<file path="src/rtl/ne16_binconv_block_ctrl_if.sv">
// Block-result handshake seen by the binconv block controller.
// The controller only observes the handshake, so both signals are inputs on its side.
interface ne16_binconv_block_ctrl_if;
  logic pres_valid;
  logic pres_ready;

  modport master (output pres_valid, output pres_ready);
  modport slave  (input  pres_valid, input  pres_ready);
endinterface

</file>
<file path="src/rtl/ne16_binconv_block_ctrl.sv">
// NE16 binary-convolution block controller: clear, one accumulation pass per weight bit,
// optional weight-offset pass (present only when NE16_BINCONV_CTRL_WOFFS_EN is defined).
module ne16_binconv_block_ctrl #(
  parameter  int unsigned BLOCK_SIZE = 4,
  parameter  int unsigned N_SHIFTS   = 8,
  localparam int unsigned SW         = (N_SHIFTS > 1) ? $clog2(N_SHIFTS) : 1
) (
  input  logic                  clk_i,
  input  logic                  rst_i,
  input  logic                  start_i,
  input  logic                  abort_i,
  input  logic [SW-1:0]         cfg_qw_i,
  input  logic [7:0]            cfg_beats_i,
  input  logic                  cfg_mode_16_i,
  input  logic                  cfg_mode_linear_i,
  input  logic                  cfg_woffs_i,
  input  logic [1:0]            cfg_filter_mode_i,
  input  logic [SW-1:0]         cfg_scale_shift_i,
  input  logic [BLOCK_SIZE-1:0] cfg_enable_mac_i,
  ne16_binconv_block_ctrl_if.slave pres,
  output logic                  enable_o,
  output logic                  ctrl_clear_o,
  output logic                  ctrl_weight_offset_o,
  output logic                  ctrl_invalidate_o,
  output logic                  ctrl_mode_16_o,
  output logic [SW-1:0]         ctrl_block_cnt_o,
  output logic [SW-1:0]         ctrl_shift_sel_o,
  output logic [BLOCK_SIZE-1:0] ctrl_enable_mac_o,
  output logic                  busy_o,
  output logic                  done_o
);

  localparam logic [1:0] FILTER_3X3_DW = 2'b01;
  localparam logic [1:0] FILTER_1X1    = 2'b10;

`ifdef NE16_BINCONV_CTRL_WOFFS_EN
  typedef enum logic [2:0] {IDLE, CLEAR, BITS, OFFSET, DONE} state_e;
`else
  typedef enum logic [2:0] {IDLE, CLEAR, BITS, DONE} state_e;
`endif

  typedef struct packed {
    logic [SW-1:0]         qw;
    logic [7:0]            beats;
    logic                  mode_16;
    logic                  linear;
    logic [1:0]            filter;
    logic [SW-1:0]         shift;
    logic [BLOCK_SIZE-1:0] mac;
  } cfg_t;

  typedef struct packed {
    logic                  enable;
    logic                  clear;
    logic                  woffs;
    logic                  invalidate;
    logic                  mode_16;
    logic                  busy;
    logic                  done;
    logic [SW-1:0]         block_cnt;
    logic [SW-1:0]         shift_sel;
    logic [BLOCK_SIZE-1:0] mac;
  } out_t;

  state_e        state_q, state_n;
  logic [SW-1:0] bit_q, bit_n;
  logic [7:0]    beat_q, beat_n;
  cfg_t          cfg_q, cfg_n;
  out_t          out_q, out_n;
  logic          armed_q;
  logic          fire;

`ifdef NE16_BINCONV_CTRL_WOFFS_EN
  logic woffs_q, woffs_n;
`else
  logic unused_woffs;
  assign unused_woffs = cfg_woffs_i;
`endif

  assign fire = pres.pres_valid & pres.pres_ready;

  always_comb begin
    state_n = state_q;
    bit_n   = bit_q;
    beat_n  = beat_q;
    cfg_n   = cfg_q;
`ifdef NE16_BINCONV_CTRL_WOFFS_EN
    woffs_n = woffs_q;
`endif
    if (abort_i) begin
      state_n = IDLE;
      bit_n   = '0;
      beat_n  = '0;
    end else begin
      case (state_q)
        IDLE: begin
          // armed_q blocks a start that coincides with reset release
          if (start_i && armed_q) begin
            cfg_n   = '{qw: cfg_qw_i, beats: cfg_beats_i, mode_16: cfg_mode_16_i,
                        linear: cfg_mode_linear_i, filter: cfg_filter_mode_i,
                        shift: cfg_scale_shift_i, mac: cfg_enable_mac_i};
`ifdef NE16_BINCONV_CTRL_WOFFS_EN
            woffs_n = cfg_woffs_i;
`endif
            state_n = CLEAR;
          end
        end
        CLEAR: begin
          state_n = BITS;
          bit_n   = '0;
          beat_n  = '0;
        end
        BITS: begin
          if (fire) begin
            if (beat_q == cfg_q.beats) begin
              beat_n = '0;
              if (bit_q == cfg_q.qw) begin
                bit_n   = '0;
`ifdef NE16_BINCONV_CTRL_WOFFS_EN
                state_n = woffs_q ? OFFSET : DONE;
`else
                state_n = DONE;
`endif
              end else begin
                bit_n = bit_q + SW'(1);
              end
            end else begin
              beat_n = beat_q + 8'd1;
            end
          end
        end
`ifdef NE16_BINCONV_CTRL_WOFFS_EN
        OFFSET: begin
          if (fire) begin
            if (beat_q == cfg_q.beats) begin
              beat_n  = '0;
              state_n = DONE;
            end else begin
              beat_n = beat_q + 8'd1;
            end
          end
        end
`endif
        DONE:    state_n = IDLE;
        default: state_n = IDLE;
      endcase
    end
  end

  // Outputs are decoded from the next state so they are registered alongside it.
  always_comb begin
    out_n            = '0;
    out_n.busy       = (state_n != IDLE);
    out_n.enable     = (state_n == CLEAR) || (state_n == BITS);
    out_n.clear      = (state_n == CLEAR);
    out_n.done       = (state_n == DONE);
    out_n.invalidate = (state_n != BITS);
    out_n.block_cnt  = (state_n == BITS) ? bit_n : '0;
    out_n.mac        = out_n.busy ? cfg_n.mac : '0;
    out_n.mode_16    = out_n.busy & cfg_n.mode_16;
    out_n.shift_sel  = out_n.block_cnt;
    if (!cfg_n.linear && cfg_n.filter == FILTER_1X1) out_n.shift_sel = cfg_n.shift;
`ifdef NE16_BINCONV_CTRL_WOFFS_EN
    out_n.woffs      = (state_n == OFFSET);
    if (state_n == OFFSET) begin
      out_n.enable     = 1'b1;
      out_n.invalidate = 1'b0;
      if (cfg_n.filter == FILTER_3X3_DW) out_n.shift_sel = '0;
    end
`endif
  end

  always_ff @(posedge clk_i or posedge rst_i) begin
    if (rst_i) begin
      state_q <= IDLE;
      bit_q   <= '0;
      beat_q  <= '0;
      cfg_q   <= '0;
      out_q   <= '0;
      armed_q <= 1'b0;
`ifdef NE16_BINCONV_CTRL_WOFFS_EN
      woffs_q <= 1'b0;
`endif
    end else begin
      state_q <= state_n;
      bit_q   <= bit_n;
      beat_q  <= beat_n;
      cfg_q   <= cfg_n;
      armed_q <= 1'b1;
      out_q   <= armed_q ? out_n : '0;
`ifdef NE16_BINCONV_CTRL_WOFFS_EN
      woffs_q <= woffs_n;
`endif
    end
  end

  assign enable_o             = out_q.enable;
  assign ctrl_clear_o         = out_q.clear | (abort_i & armed_q);
  assign ctrl_weight_offset_o = out_q.woffs;
  assign ctrl_invalidate_o    = out_q.invalidate;
  assign ctrl_mode_16_o       = out_q.mode_16;
  assign ctrl_block_cnt_o     = out_q.block_cnt;
  assign ctrl_shift_sel_o     = out_q.shift_sel;
  assign ctrl_enable_mac_o    = out_q.mac;
  assign busy_o               = out_q.busy;
  assign done_o               = out_q.done;

endmodule

</file>
<file path="src/flat_wrapper.sv">
// flat-port wrapper written by rule: the top's interface ports become plain ports
module ne16_binconv_block_ctrl_flat 
#(
  parameter  int unsigned BLOCK_SIZE = 4,
  parameter  int unsigned N_SHIFTS   = 8,
  localparam int unsigned SW         = (N_SHIFTS > 1) ? $clog2(N_SHIFTS) : 1
)
  (clk_i, rst_i, start_i, abort_i, cfg_qw_i, cfg_beats_i, cfg_mode_16_i, cfg_mode_linear_i, cfg_woffs_i, cfg_filter_mode_i, cfg_scale_shift_i, cfg_enable_mac_i, enable_o, ctrl_clear_o, ctrl_weight_offset_o, ctrl_invalidate_o, ctrl_mode_16_o, ctrl_block_cnt_o, ctrl_shift_sel_o, ctrl_enable_mac_o, busy_o, done_o, pres_pres_valid, pres_pres_ready);
  ne16_binconv_block_ctrl_if pres_i ();
  input  logic clk_i;
  input  logic rst_i;
  input  logic start_i;
  input  logic abort_i;
  input  logic [SW-1:0] cfg_qw_i;
  input  logic [7:0] cfg_beats_i;
  input  logic cfg_mode_16_i;
  input  logic cfg_mode_linear_i;
  input  logic cfg_woffs_i;
  input  logic [1:0] cfg_filter_mode_i;
  input  logic [SW-1:0] cfg_scale_shift_i;
  input  logic [BLOCK_SIZE-1:0] cfg_enable_mac_i;
  output logic enable_o;
  output logic ctrl_clear_o;
  output logic ctrl_weight_offset_o;
  output logic ctrl_invalidate_o;
  output logic ctrl_mode_16_o;
  output logic [SW-1:0] ctrl_block_cnt_o;
  output logic [SW-1:0] ctrl_shift_sel_o;
  output logic [BLOCK_SIZE-1:0] ctrl_enable_mac_o;
  output logic busy_o;
  output logic done_o;
  input wire logic [$bits(pres_i.pres_valid)-1:0] pres_pres_valid;
  input wire logic [$bits(pres_i.pres_ready)-1:0] pres_pres_ready;
  assign pres_i.pres_valid = pres_pres_valid;
  assign pres_i.pres_ready = pres_pres_ready;
  ne16_binconv_block_ctrl #(.BLOCK_SIZE(BLOCK_SIZE), .N_SHIFTS(N_SHIFTS)) u_core (.clk_i(clk_i), .rst_i(rst_i), .start_i(start_i), .abort_i(abort_i), .cfg_qw_i(cfg_qw_i), .cfg_beats_i(cfg_beats_i), .cfg_mode_16_i(cfg_mode_16_i), .cfg_mode_linear_i(cfg_mode_linear_i), .cfg_woffs_i(cfg_woffs_i), .cfg_filter_mode_i(cfg_filter_mode_i), .cfg_scale_shift_i(cfg_scale_shift_i), .cfg_enable_mac_i(cfg_enable_mac_i), .pres(pres_i), .enable_o(enable_o), .ctrl_clear_o(ctrl_clear_o), .ctrl_weight_offset_o(ctrl_weight_offset_o), .ctrl_invalidate_o(ctrl_invalidate_o), .ctrl_mode_16_o(ctrl_mode_16_o), .ctrl_block_cnt_o(ctrl_block_cnt_o), .ctrl_shift_sel_o(ctrl_shift_sel_o), .ctrl_enable_mac_o(ctrl_enable_mac_o), .busy_o(busy_o), .done_o(done_o));
endmodule
</file>
<file path="config.mk">
export PLATFORM = sky130hd
export DESIGN_NAME = ne16_binconv_block_ctrl_flat
export DESIGN_NICKNAME = d
export VERILOG_FILES = /design/src/rtl/ne16_binconv_block_ctrl_if.sv /design/src/rtl/ne16_binconv_block_ctrl.sv /design/src/flat_wrapper.sv
export SDC_FILE = /design/constraint.sdc
export NUM_CORES = 1
export LEC_CHECK = 0
export BUFFER_PORTS_ARGS = -buffer_cell sky130_fd_sc_hd__buf_2
export CAP_MARGIN = 20
export CORE_MARGIN = 2
export CORE_UTILIZATION = 50
export CTS_CLUSTER_DIAMETER = 200
export DETAILED_ROUTE_END_ITERATION = 12
export PLACE_DENSITY = 0.73
export SLEW_MARGIN = 5
export SYNTH_ARGS = -nofsm -noshare
export SYNTH_HDL_FRONTEND = slang
export SYNTH_SLANG_ARGS = --single-unit
</file>
<file path="constraint.sdc">
create_clock -name clk_i -period 2.8 [get_ports clk_i]
set_clock_uncertainty 0.1 [all_clocks]
set_input_delay 0.28 -clock clk_i [delete_from_list [all_inputs] [get_ports clk_i]]
set_output_delay 0.28 -clock clk_i [all_outputs]
set_load 0.01 [all_outputs]
</file>
After elaboration in Yosys (flattened, before gate mapping)
Cells that the tools add are included.
Operators by class
  add/sub/neg operators: 2
  muxes and demuxes: 22
  bitwise operators: 5
  reductions and logical operators: 9
  eq/ne operators: 10
Operators by type and width (count)
  two-way mux 11 bit: 3
  two-way mux 3 bit: 11
  two-way mux 8 bit: 3
  two-way mux 17 bit: 1
  case mux 8 bit (2 select lines): 1
  equality test 3 x 2 -> 1 bit, second input constant: 3
  case mux 3 bit (3 select lines): 1
  adder 8 x 1 -> 8 bit, second input constant: 1
  equality test 8 bit: 1
  equality test 3 x 1 -> 1 bit, second input constant: 2
  inequality test 3 x 2 -> 1 bit, second input constant: 2
  case mux 3 bit (2 select lines): 1
  nonzero test 3 bit: 2
  two-way mux 4 bit: 1
  adder 3 x 1 -> 3 bit, second input constant: 1
  bitwise AND 1 bit: 3
  equality test 3 bit: 1
  zero test 3 bit: 1
  AND reduction 3 bit: 1
  equality test 2 bit, second input constant: 1
  logical AND 1 bit: 2
  AND reduction 2 bit: 1
  zero test 1 bit: 1
  logical OR 1 bit: 1
  other kinds (2): 2
Storage, ports and cells
  register bits after elaboration: 54
  bits of input ports: 29
  output and inout port bits: 17

Logic depth before layout (Yosys ltp)
Gate-level depths: netlist (run 1).
  depth after elaboration: 10
  mapped depth: 9
  depth with buffers taken out: 6

Worst setup path before layout (run 1)
OpenSTA, ideal clock, no wires.
  kind: register to register
  start: reg u_core.state_q[2]
  end: reg u_core.out_q (netlist bit u_core.ctrl_shift_sel_o[1])
  data arrival time: 1741 ps
  setup time: 128 ps
  required time: 2572 ps
  setup slack: 832 ps
  stages on the path, launching flop included: 9
  buffers on the path: 3
  cells stage by stage: dfrtp_1 buf_2 nor2_2 or4b_1 buf_6 buf_12 mux2_4 nand3_1 o21ai_1
RTL lines
  start: declaration: line ne16_binconv_block_ctrl.sv:65  | state_e state_q, state_n;
  start signal: assignment: line ne16_binconv_block_ctrl.sv:185  | state_q <= state_n;
  end signal: assignment: line ne16_binconv_block_ctrl.sv:190  | out_q <= armed_q ? out_n : '0;
  end: declaration: line ne16_binconv_block_ctrl.sv:69  | out_t out_q, out_n;

Worst setup path in the final report (run 1)
  start: reg u_core.beat_q[2]
  end: reg u_core.out_q (netlist bit u_core.ctrl_shift_sel_o[1])
On the way
  longest elaborated chain between the ends: 9
  elaborated cells between the ends (all ways): 13
  those cells by class: eq/ne: 2; mux: 11
RTL lines
  start: declaration: line ne16_binconv_block_ctrl.sv:67  | logic [7:0] beat_q, beat_n;
  start signal: assignment: line ne16_binconv_block_ctrl.sv:187  | beat_q <= beat_n;
  equality test 8 bit *: line ne16_binconv_block_ctrl.sv:115  | if (beat_q == cfg_q.beats) begin
  two-way mux 3 bit: line ne16_binconv_block_ctrl.sv:115
  two-way mux 3 bit: line ne16_binconv_block_ctrl.sv:114  | if (fire) begin
  case mux 3 bit (3 select lines): line ne16_binconv_block_ctrl.sv:95  | case (state_q)
  two-way mux 3 bit: line ne16_binconv_block_ctrl.sv:90  | if (abort_i) begin
  equality test 3 x 2 -> 1 bit: line ne16_binconv_block_ctrl.sv:158  | out_n.block_cnt = (state_n == BITS) ? bit_n : '0;
  two-way mux 3 bit *: line ne16_binconv_block_ctrl.sv:158
  two-way mux 3 bit *: line ne16_binconv_block_ctrl.sv:162  | if (!cfg_n.linear && cfg_n.filter == FILTER_1X1) out_n.shift_sel = cfg_n.shift;
  two-way mux 17 bit *: line ne16_binconv_block_ctrl.sv:190
Every way passes the cells marked *; elsewhere a longest branch is shown, timed or not.
A chain may end at the register's enable or synchronous reset.

==> flow_summary.toml, run 1 <==
[sta]
setup_viol = 0
tns_ps = 0
tightest_slew_ps = 626
fin_hold_ws_ps = 55.2
setup_slack_ps = 614
finalCritPeriodShare_pct = 78.1
slew_viol_final = 0
rsz0062_at_grt = "no"
min_period_ps = 2190
hold_viol_final = 0
clock.fmax_ghz = 0.457
relSlewSlack_pct = 57.9

[cells_and_area]
diodes = 0
multiInputGateArea_sq_mm = 0.00104
final_cells = 352
drive_gt1_share_pct = 26.0
n_fill_cell = 446
area_delta_synth_final_pct = 11.4
nets = 315
regArea_sq_mm = 0.00133

[synthesis]
synth_top_area_share_pct = 52.0
synth_flop_cell = "dfrtp_1"
synth_most_common_cell = "dfrtp_1"
yosysWarnings = 0
synth.area.top_cells = "dfrtp_1 (52%), nand2_1 (6.0%), mux2_2 (4.0%), xor2_1 (3.8%), buf_4 (3.2%)"
async_flop_share_pct = 100
synth_cell_types = 47
synth_edf_count = 0
syn-cell-area_sq_mm = 0.00255
syn_inst = 247
yosysTopAreaCell = "dfrtp_1"
synth_seq_cells = 53
synthTopCellsByCount = "dfrtp_1 (53), nand2_1 (41), inv_1 (13)"
seq_area_frac_synth_pct = 52.0
synth.avg_cell_area_sq_um = 10.3

[power_and_ir_drop]
power.total_mw = 1.56
ir_drop_uv = 315
p_per_area_mw_per_mm2 = 548
leakage_nw = 1.43

[clock_network]
h-tree-depth = 2
clock_sinks = 53
tritoncts = "built"
numCtsBuffers = 5
cts_resized = 0
cts_root_buf = "clkbuf_8"
clkLatencyLatePin_ps = 310
cts.path.max_buffers = 2
clk_pin_slew_ps = 90

[global_route]
grt_antenna_before_repair = 0
grt_pass1_vias = 1717
track_usage_pct = 18.2
gr-total-overflow = 0
grt_start_max_net_pins = 29
grt_pass1_wl_mm = 7.79

[worst_hold_path]
hp-start = "cfg_qw_i[0]"
hold_depth = 3
hold_path_class = "input port to flip-flop"
min_to = "u_core.cfg_q[19]"

[critical_path]
endpoint_kind = "flip-flop"
crit_required_ps = 2890
cpPeakStageDelay_ps = 600
crit_arrival_ps = 2270
worstReg2RegEnd = "u_core.ctrl_shift_sel_o[1]"
cp_slowest_cell = "nor4_2"
cp_max_fo = 7
critical_path_class = "flip-flop to flip-flop"
path_cells = "xor2_1, nor4_2, nand4_1, mux2i_1, o21ai_1"
reg2reg_slack_ps = 610
cp-start-kind = "flip-flop"
crit_start = "u_core.beat_q[2]"
rr_startpoint = "u_core.beat_q[2]"
ff2ff_path_depth = 5

[floorplanning]
fp.dieW_um = 75.4
die_y_um = 75.4
ios = 46
dieArea_sq_mm = 0.00569
coreArea_sq_mm = 0.00482
start_util_pct = 52.9
rows = 25

[placed_design]
numPlacedInstances = 343
portBuffers = 43
place.gp.congestion = 0.813
pre_cts_ws_ps = 668
dpl.hpwl_mm = 3.22

[routing]
routedWlPerCell_um = 12.8
viasPerCell = 5.26
vias = 1853
wl_met3_um = 255
top_layer_used = "met4"
wl_met1_mm = 2.06
ant_nets = 0
route.detailed.drc = 0
drt-total-wl_mm = 4.52
wl_met2_mm = 2.09
first_iter_violations = 86
firstDrtPassIters = 4

[outcome]
status = "complete, no violations"

[job]
cap_violations = 0
layer usage:
| metal | track usage, % | vias up |
|---|---|---|
| li1 | - | 904 |
| met1 | 25.1 | 878 |
| met2 | 27.5 | 60 |
| met3 | 3.84 | 11 |
| met4 | 8.58 | 0 |
| met5 | 0 | - |
how the worst max path moves through the flow:
stage / endpoint / slack (ps) / cells after the start
3_3_place_gp: u_core.ctrl_shift_sel_o[1] / 650 / 5
6_report: u_core.ctrl_shift_sel_o[1] / 610 / 5
2_1_floorplan: u_core.ctrl_shift_sel_o[1] / 830 / 8
3_5_place_dp: u_core.beat_q[0] / 670 / 5
4_1_cts: u_core.ctrl_shift_sel_o[1] / 640 / 5
5_1_grt: u_core.beat_q[0] / 340 / 5
registers in the layout, summed over array words and instances (netlist names):
| signal | flops |
|---|---|
| u_core.armed_q | 1 |
| u_core.beat_q | 8 |
| u_core.bit_q | 3 |
| u_core.busy_o | 1 |
| u_core.cfg_q | 22 |
| u_core.ctrl_block_cnt_o | 3 |
| u_core.ctrl_enable_mac_o | 4 |
| u_core.ctrl_invalidate_o | 1 |
| u_core.ctrl_mode_16_o | 1 |
| u_core.ctrl_shift_sel_o | 3 |
| u_core.done_o | 1 |
| u_core.enable_o | 1 |
| u_core.out_q | 1 |
| u_core.state_q | 3 |
layout make-up:
| cell class | instances | area share (%) |
|---|---|---|
| multi-input combinational | 163 | 36.5 |
| clock buffer | 5 | 2.42 |
| tap | 67 | 2.95 |
| sequential | 53 | 46.7 |
| clock inverter | 3 | 0.793 |
| timing repair buffer | 48 | 8.98 |
| inverter | 13 | 1.72 |
per-stage QoR:
step	util, %	cell area (sq um)
CTS	59.0	2840
detailed placement	56.9	2740
floorplan	-	2550
global route	59.0	2840
finish	59.0	2840
global placement	56.9	2740
logic make-up (layout without fill, tap and decap cells):
kind of cell,after synthesis,count (layout),share of synthesized area [%]
and+or+nand+nor,99,99,19.8
DFF,53,53,52.0
AOI/OAI and AO/OA,33,33,8.24
buffers and inverters,32,69,7.51
muxes,14,14,7.02
xor gates and xnor gates,12,12,4.12
adders and majority gates,2,2,0.981
other,2,3,0.295
worst max-delay path: cells and delay by family, from the launching register on:
family	cells	cell delay, ps
simple gates	2	830
flops	1	460
mux	1	360
xor+xnor	1	200
compound gates	1	110
cell usage in the layout (no fill, tap or decap), types with 3 or more instances in the layout:
cell       n
a21oi_1    9
and2_1     3
and3_1     4
buf_2     43
buf_4      4
clkbuf_8   5
conb_1     3
dfrtp_1   53
inv_1     12
mux2_2     9
mux2_4     3
nand2_1   41
nand3_1   11
nand4_1    4
nand4b_1   3
nor2_1    10
nor2b_1    5
nor3_1     6
nor3b_1    4
o21ai_0    4
o21ai_1    4
o22ai_1    5
xor2_1    11
report_power, final:
group	internal, mW	switching [mW]
combinational	0.121	0.124
sequential	0.843	0.0402
clock	0.178	0.249
repair_timing:
action	CTS	global route
endpoints found under the setup margin	0	0
buffers inserted	0	0
endpoints found under the hold margin	27	0
hold buffers	1	0
Power figures use the tool's default switching activity.
==> inputs of run 2 (changes only) <==
--- a/config.mk
+++ b/config.mk
@@ -11,7 +11,7 @@
 export CORE_UTILIZATION = 50
 export CTS_CLUSTER_DIAMETER = 200
 export DETAILED_ROUTE_END_ITERATION = 12
-export PLACE_DENSITY = 0.73
+export PLACE_DENSITY = 0.76
 export SLEW_MARGIN = 5
 export SYNTH_ARGS = -nofsm -noshare
 export SYNTH_HDL_FRONTEND = slang
==> constraint.sdc (replaced) <==
create_clock -name clk_i -period 1.9 [get_ports clk_i]
set_clock_uncertainty 0.1 [all_clocks]
set_input_delay 0.19 -clock clk_i [delete_from_list [all_inputs] [get_ports clk_i]]
set_output_delay 0.19 -clock clk_i [all_outputs]
set_load 0.01 [all_outputs]
==> flow_summary.toml, run 2 (synthesis gave the netlist of run 1 again) <==
[floorplanning]
rows = 25
ios = 46
fp.dieW_um = 75.4
start_util_pct = 52.9
dieArea_sq_mm = 0.00569
coreArea_sq_mm = 0.00482
die_y_um = 75.4

[critical_path]
cp_num_cells = 5
crit_family = "simple AND/OR/NAND/NOR gates"
critical_path_class = "flip-flop to flip-flop"
cp-start-kind = "flip-flop"
ff2ff_path_depth = 5
endpoint_kind = "flip-flop"
cp_slowest_cell = "or4b_4"
cpPeakStageDelay_ps = 620
crit_arrival_ps = 1950
cp_max_fo = 15
crit_required_ps = 1990
path_cells = "nor2_4, or4b_4, mux2_2, nand3_2, o21ai_1"
cp.buffers_inverters = 0

[routing]
firstDrtPassIters = 4
ant_nets = 0
viasPerCell = 5.00
route.detailed.drc = 0
drt-total-wl_mm = 4.87
vias = 1911
routedWlPerCell_um = 12.7
first_iter_violations = 109

[sta]
clock.fmax_ghz = 0.536
min_period_ps = 1870
tightest_slew_ps = 534
setup_viol = 0
finalCritPeriodShare_pct = 98.2
rsz0062_at_grt = "yes"
relSlewSlack_pct = 64.3
hold_viol_final = 0
slew_viol_final = 0

[placed_design]
dpl.hpwl_mm = 3.49
dpl_cell_area_sq_mm = 0.00290
place.gp.congestion = 0.810
numPlacedInstances = 359
portBuffers = 43

[cells_and_area]
drive_gt1_share_pct = 32.1
finalCoreUtilization_pct = 65.4
layout_commonest_cell = "dfrtp_1"
diodes = 0
final_cells = 382
nets = 345
top_register = "u_core.cfg_q"
largest_register_ff_count = 22
final_cell_mix = "dfrtp_1 (52), buf_2 (43), nand2_1 (40)"
area_delta_synth_final_pct = 23.6
final_cell_area_sq_mm = 0.00315

[global_route]
grt_pass1_vias = 1819
track_usage_pct = 19.1
gr-total-overflow = 0
grt_antenna_before_repair = 0
grt_pass1_wl_mm = 8.32
grt_start_max_net_pins = 33

[worst_hold_path]
hold_depth = 2
hold_path_class = "input port to flip-flop"

[clock_network]
clkLatencyLatePin_ps = 310
numCtsBuffers = 5
cts_root_buf = "clkbuf_8"
clk_pin_slew_ps = 110
h-tree-depth = 2
cts.path.max_buffers = 2
tritoncts = "built"
clock_sinks = 53

[outcome]
status = "complete, no violations"

[power_and_ir_drop]
leakage_nw = 1.57
p_per_area_mw_per_mm2 = 763
ir_drop_uv = 433
power.total_mw = 2.40

[job]
cap_violations = 0
[run 2: changes by cell type in the layout (fill, tap and decap cells not counted), moves of 3 or more]
cell / previous run / this run
nand3_2: 0 / 3
dlygate4sd3_1: 1 / 12
nand3_1: 11 / 8
buf_4: 4 / 22
[run 2: final timing paths]
path	start	endpoint	slack [ps]
worst max-delay path	u_core.state_q[2]	u_core.ctrl_shift_sel_o[2]	30
worst min-delay path	cfg_enable_mac_i[1]	u_core.cfg_q[1]	20
max in group asynchronous	rst_i	u_core.beat_q[2]	860
worst min register to register	u_core.cfg_q[19]	u_core.cfg_q[19]	400
worst max register to register	u_core.state_q[2]	u_core.ctrl_shift_sel_o[2]	30
min in group asynchronous	rst_i	u_core.cfg_q[4]	330
[run 2: what timing repair did]
action / 4_1_cts / 5_1_grt
setup endpoints to repair: 0 / 21
buffers inserted: 0 / 3
hold buffers: 12 / 0
gates resized for setup: 0 / 2
endpoints found under the hold margin: 32 / 0
[run 2: area by class of cell]
cell class / instances / area [sq um]
timing repair buffer: 78 / 520
sequential: 53 / 1330
inverter: 13 / 52.6
multi-input combinational: 163 / 1060
fill: 392 / 1670
tap: 67 / 83.8
clock buffer: 5 / 68.8
clock inverter: 3 / 33.8
[run 2: through the flow]
| stage | worst slack [ps] | setup TNS (ps) | hold slack [ps] |
|---|---|---|---|
| after detailed placement | 48.7 | 0 | 134 |
| after floorplan | -19.6 | -54.2 | 195 |
| after global placement | 60.6 | 0 | 129 |
| after CTS | 36.4 | 0 | 14.8 |
| after global routing | -64.8 | -185 | 11.8 |
| final | 34.2 | 0 | 16.9 |
[run 2: metal layers]
| layer | part of all wire, % | track usage, % |
|---|---|---|
| met1 | 47 | 27.1 |
| met2 | 48 | 30.8 |
| met3 | 4.3 | 3.17 |
| met4 | 0.90 | 4.68 |
| met5 | 0 | 0 |
[run 2: where the power goes]
group / total (mW) / leakage [nW] / internal, mW / switching [mW]
sequential: 1.30 / 0.694 / 1.24 / 0.0547
clock: 0.670 / 0.0511 / 0.275 / 0.395
combinational: 0.436 / 0.827 / 0.225 / 0.210
